**src/rtl/updown_sat_counter.sv**
```systemverilog
// Up/down occupancy counter saturating at 0 and MAX_CNT; sticky ovf/udf flags; optional UPDN_CNT_PEAK_EN high-watermark.
// Latency: one edge from push/pop/load to cnt; flags are decodes of registered cnt.
// Backpressure: none; refused push/pop hold cnt and raise the sticky error instead.
module updown_sat_counter #(
    parameter int MAX_CNT   = 5,
    parameter int WIDTH     = 3,
    parameter int AFULL_TH  = 4,
    parameter int AEMPTY_TH = 1,
    parameter int RST_VAL   = 0
) (
    input  logic             clk,
    input  logic             reset,
    input  logic             push,
    input  logic             pop,
    input  logic             load,
    input  logic [WIDTH-1:0] load_val,
    input  logic             clear_err,
    output logic [WIDTH-1:0] cnt,
    output logic             full,
    output logic             empty,
    output logic             afull,
    output logic             aempty,
`ifdef UPDN_CNT_PEAK_EN
    output logic [WIDTH-1:0] peak,
`endif
    output logic             ovf_err,
    output logic             udf_err
);

    generate
        if (MAX_CNT < 1 || WIDTH < 1 || (2 ** WIDTH) <= MAX_CNT ||
            AFULL_TH < 0 || AFULL_TH > MAX_CNT ||
            AEMPTY_TH < 0 || AEMPTY_TH > MAX_CNT ||
            RST_VAL < 0 || RST_VAL > MAX_CNT) begin : g_param_chk
            $fatal(1, "updown_sat_counter: illegal parameter combination");
        end
    endgenerate

    localparam logic [WIDTH-1:0] MAX_W    = WIDTH'(MAX_CNT);
    localparam logic [WIDTH-1:0] AFULL_W  = WIDTH'(AFULL_TH);
    localparam logic [WIDTH-1:0] AEMPTY_W = WIDTH'(AEMPTY_TH);
    localparam logic [WIDTH-1:0] RST_W    = WIDTH'(RST_VAL);

    logic [WIDTH-1:0] r_cnt;
    logic             r_ovf_err;
    logic             r_udf_err;

    logic [WIDTH-1:0] w_cnt_nxt;
    logic             w_ovf_evt;
    logic             w_udf_evt;
    logic             w_push_only;
    logic             w_pop_only;

    // Push and pop together cancel out, so only a lone request moves the count.
    assign w_push_only = push & ~pop;
    assign w_pop_only  = pop & ~push;

    always_comb begin
        w_cnt_nxt = r_cnt;
        w_ovf_evt = 1'b0;
        w_udf_evt = 1'b0;
        if (load) begin
            if (load_val > MAX_W) begin
                w_cnt_nxt = MAX_W;
                w_ovf_evt = 1'b1;
            end else begin
                w_cnt_nxt = load_val;
            end
        end else if (w_push_only) begin
            if (r_cnt == MAX_W) begin
                w_ovf_evt = 1'b1;
            end else begin
                w_cnt_nxt = r_cnt + WIDTH'(1);
            end
        end else if (w_pop_only) begin
            if (r_cnt == '0) begin
                w_udf_evt = 1'b1;
            end else begin
                w_cnt_nxt = r_cnt - WIDTH'(1);
            end
        end
    end

    always_ff @(posedge clk) begin
        if (reset) begin
            r_cnt     <= RST_W;
            r_ovf_err <= 1'b0;
            r_udf_err <= 1'b0;
        end else begin
            r_cnt     <= w_cnt_nxt;
            // A new error event wins over a same-cycle clear.
            r_ovf_err <= w_ovf_evt | (r_ovf_err & ~clear_err);
            r_udf_err <= w_udf_evt | (r_udf_err & ~clear_err);
        end
    end

`ifdef UPDN_CNT_PEAK_EN
    logic [WIDTH-1:0] r_peak;
    logic [WIDTH-1:0] w_peak_nxt;

    always_comb begin
        w_peak_nxt = r_peak;
        if (clear_err || w_cnt_nxt > r_peak) begin
            w_peak_nxt = w_cnt_nxt;
        end
    end

    always_ff @(posedge clk) begin
        if (reset) begin
            r_peak <= RST_W;
        end else begin
            r_peak <= w_peak_nxt;
        end
    end

    assign peak = r_peak;
`endif

    assign cnt     = r_cnt;
    assign full    = (r_cnt == MAX_W);
    assign empty   = (r_cnt == '0);
    assign afull   = (r_cnt >= AFULL_W);
    assign aempty  = (r_cnt <= AEMPTY_W);
    assign ovf_err = r_ovf_err;
    assign udf_err = r_udf_err;

endmodule

```
**config.mk**
```make
export PLATFORM = sky130hd
export DESIGN_NAME = updown_sat_counter
export DESIGN_NICKNAME = d
export VERILOG_FILES = /design/src/rtl/updown_sat_counter.sv
export SDC_FILE = /design/constraint.sdc
export NUM_CORES = 1
export LEC_CHECK = 0
export BUFFER_PORTS_ARGS = -buffer_cell sky130_fd_sc_hd__buf_2
export CORE_UTILIZATION = 29
export CTS_CLUSTER_SIZE = 16
export DETAILED_ROUTE_END_ITERATION = 6
export HOLD_SLACK_MARGIN = 0.12
export PLACE_DENSITY = 0.54
export SLEW_MARGIN = 20
export SYNTH_ARGS = -nofsm -noshare
export SYNTH_HDL_FRONTEND = slang
export SYNTH_SLANG_ARGS = --single-unit
```
**constraint.sdc**
```tcl
create_clock -name clk -period 3.52 [get_ports clk]
set_input_delay 0.704 -clock clk [delete_from_list [all_inputs] [get_ports clk]]
set_output_delay 0.704 -clock clk [all_outputs]
set_load 0.05 [all_outputs]
```
[Word level (Yosys, flattened, before mapping)]
Cells that the tools add are included.
Storage, ports and cells
  flip-flop bits (word level): 5
  input port bits: 9
  output and inout port bits: 9
  word-level logic and storage cells: 37
Cells by class
  add/subtract/negate cells: 2
  $lt $le $gt $ge: 3
  eq/ne operators: 3
  mux-type cells: 14
  bitwise operators: 9
  reduce and logical (&&, ||, !) cells: 3
Operator list (number)
  $mux 3: 6
  $mux 1: 8
  $and 1x1->1: 4
  $add 3x1->3 const B: 1
  $eq 3x3->1 const B: 1
  $ge 3x3->1 const B: 1
  $gt 3x3->1 const B: 1
  $le 3x1->1 const B: 1
  $logic_not 3->1: 1
  $ne 3x2->1 const B: 1
  $ne 3x3->1 const B: 1
  $not 1->1: 3
  $reduce_and 3->1: 1
  $reduce_bool 3->1: 1
  $sub 3x1->3 const B: 1
  $or 1x1->1: 2

[Logic depth before layout (Yosys ltp)]
  word-level depth: 6
  gate-level depth with buffers: 6
  depth with buffers taken out: 6

[Worst setup path before layout]
Ideal clock, no wire load.
  kind: flip-flop to output port
  start: register r_cnt[0] (netlist: cnt[0])
  end: output port aempty
  arrival time: 1.587 ns
  data required time: 2.816 ns
  path slack: 1.229 ns
  stages on the path, launching flop included: 4
  path buffers: 0
  cells stage by stage: dfxtp_1 ha_1 a21oi_1 nor2_1
On the way
  word-level cells in the longest chain between the ends: 1
Ends and longest elaborated chain
  start: declaration: line 44  | logic [WIDTH-1:0] r_cnt;
  start signal: assignment: line 90  | r_cnt <= w_cnt_nxt;
  $le 3x1->1: line 123  | assign aempty = (r_cnt <= AEMPTY_W);
  end: declaration: line 22  | output logic aempty,
Every way passes these cells.

[Final worst setup path]
  start: register r_cnt[0] (netlist: cnt[0])
  end: output port empty
On the way
  word-level cells in the longest chain between the ends: 1
Ends and longest elaborated chain
  $logic_not 3->1: line 121  | assign empty = (r_cnt == '0);
  end: declaration: line 20  | output logic empty,
Every way passes these cells.

==> flow_summary.yaml <==
clock_tree:
  htree_levels: 1
  ctsLongestPathBuffers: 2
  cts_made_buffers: 3
  clock-sinks: 5
  tritoncts: "yes"
  clk_pin_slew_ps: 40
  post-cts-setup-buffers: 0
  root_buffer: "clkbuf_4"
  clock_latency_ps: 230
  ctsResizeCount: 0
  hold_buffers: 0
logic_synthesis:
  ys_seq_elements: 5
  synth_seq_area_share: 0.261
  avgSynthCellArea_um2: 8.90
  async_flop_share: 0
  yosys.area.top_type_share: 0.261
  synth.area.top_cells: "dfxtp_1 (26%), ha_1 (13%), a21oi_1 (5.2%)"
  syn_inst: 43
  yosysUniqueCellTypes: 24
  syn-cell-area_um2: 383
  synth_edf_count: 0
  yosysWarnings: 0
  synthFlopType: "dfxtp_1"
  synth_area_leader_cell: "dfxtp_1"
  synthesis.nets: 56
flow_run:
  maxCapViolations: 0
global_routing:
  grt_overflow: 0
  grt_pass1_wl_um: 1120
  grt_max_degree: 11
  grt_pass1_vias: 293
  grt_antenna_before_repair: 0
  grt_use_total: 0.110
pwr:
  power_frac_clock: 0.291
  p_seq_frac: 0.302
  p_switching_mw: 0.0839
  swShare: 0.388
  internal_power_mw: 0.132
  leakage_nw: 0.246
  powerDensity_mw_per_mm2: 429
  ir_worst_vdd_uv: 160
  finalPower_mw: 0.216
  p_comb_frac: 0.406
timing:
  hold_viol_final: 0
  slew_headroom: 0.808
  setup_violations: 0
  rsz0062_at_grt: "false"
  fmax_mhz: 491
  fin_setup_tns_ps: 0
  worstMarginPinSlew_ps: 286
  period_needed_ps: 2040
  min_period_over_period: 0.579
  slew_violations: 0
  skew_ps: 2.86
die:
  io_pins: 18
  core_area_mm2: 0.00117
  start_util: 0.327
  dieArea_mm2: 0.00147
  die_x_um: 38.3
  rows: 12
  die_h_um: 38.3
critical_path:
  arrival_ps: 1330
  slowest_delay_ps: 330
  startpoint_type: "register"
  cp-end-kind: "primary output"
  crit_type: "reg2out"
  crit_slowest_cell: "dfxtp_1"
  crit_fanout: 4
  path_cells: "inv_1, ha_1, nor2b_2, buf_2"
  crit_family: "buffers and inverters"
  critPathBufInv: 2
  required_ps: 2820
layout:
  area_delta_synth_final_pct: 31.7
  fin_util: 0.431
  fill_cells: 125
  antenna_cells: 0
  num-nets-final: 76
  drive_gt1_frac: 0.403
drt:
  drtPass1Iterations: 3
  vias_per_cell: 4.59
  drcViolationCount: 0
  avgRoutedWirePerCell_um: 9.76
  drt-initial-drc-count: 7
  routed_wl_um: 742
  vias: 349
  ant_nets: 0
worst_hold_path:
  min_path_type: "reg2reg"
run_status:
  status: "finished clean"
placement:
  hpwl_um: 597
  globalplace.congestion: 0.628
  port_buffers: 17
-- worst min-delay path, cell delays in order (launching register included) --
cell	delay (ps)
dfxtp_1	300
nand2_1	50
a21oi_1	50
-- layout make-up --
| class | instances | area (µm²) | area share |
|---|---|---|---|
| clock buffer | 4 | 26.3 | 0.0521 |
| sequential | 5 | 100 | 0.199 |
| inverter | 4 | 15.0 | 0.0298 |
| tap | 14 | 17.5 | 0.0347 |
| multi-input combinational | 32 | 260 | 0.516 |
| timing repair buffer | 17 | 85.1 | 0.169 |
-- placed cells by master (no fill, tap or decap), types with 2 or more instances in the layout --
master	n
a21oi_1	4
buf_2	17
clkbuf_4	3
dfxtp_1	5
ha_1	4
inv_1	4
nand2b_1	2
nor2_1	4
xnor2_1	2
-- layer usage --
layer / global-route usage / wire, µm
met1: 0.157 / 396
met3: 0.0174 / 45
met2: 0.144 / 296
met4: 0.0776 / 4
met5: 0 / 0
-- worst paths after layout --
check	slack [ps]	depth (start not counted)	startpoint	end
worst min-delay path	450	2	ovf_err$_SDFF_PP0_	ovf_err$_SDFF_PP0_
worst max-delay path	1480	4	cnt[0]$_SDFFE_PP0P_	empty
worst max register to register	1900	6	cnt[0]$_SDFFE_PP0P_	cnt[2]$_SDFFE_PP0P_
worst min register to register	450	2	ovf_err$_SDFF_PP0_	ovf_err$_SDFF_PP0_
-- cells by family after synthesis --
family                   synth area share
multiplexers                       0.0653
buffers and inverters              0.0588
adder cells (fa/ha/maj)             0.131
XOR/XNOR                           0.0458
AO/OA/AOI/OAI                       0.222
flip-flops                          0.261
AND/OR/NAND/NOR                     0.216
-- sequential cells by signal, indices dropped and copies added, names as in the netlist --
signal	count
cnt	3
ovf_err	1
udf_err	1
-- metrics by stage --
stage,worst slack [ps],instances,hold slack (ps),area [µm²]
6_report,1480,76,446,504
3_5_place_dp,1730,72,444,478
4_1_cts,1480,76,449,504
5_1_grt,1400,76,465,504
2_1_floorplan,1230,43,661,383
3_3_place_gp,1700,72,440,478
-- power groups by stage --
stage | logic (mW) | clock network (mW) | registers, mW
2_1_floorplan | 0.0541 | 0 | 0.0800
4_1_cts | 0.0883 | 0.0667 | 0.0654
3_3_place_gp | 0.0890 | 0 | 0.0660
6_report | 0.0878 | 0.0630 | 0.0653
5_1_grt | 0.0938 | 0.0716 | 0.0660
3_5_place_dp | 0.0877 | 0 | 0.0664
-- Yosys cell counts (2+ instances only) --
cell and count:
a21oi_1 4, clkbuf_1 2, dfxtp_1 5, ha_1 4, inv_1 4, nand2b_1 2
nor2_1 4, xnor2_1 2
Note: power is estimated with default switching activity, not from simulation.
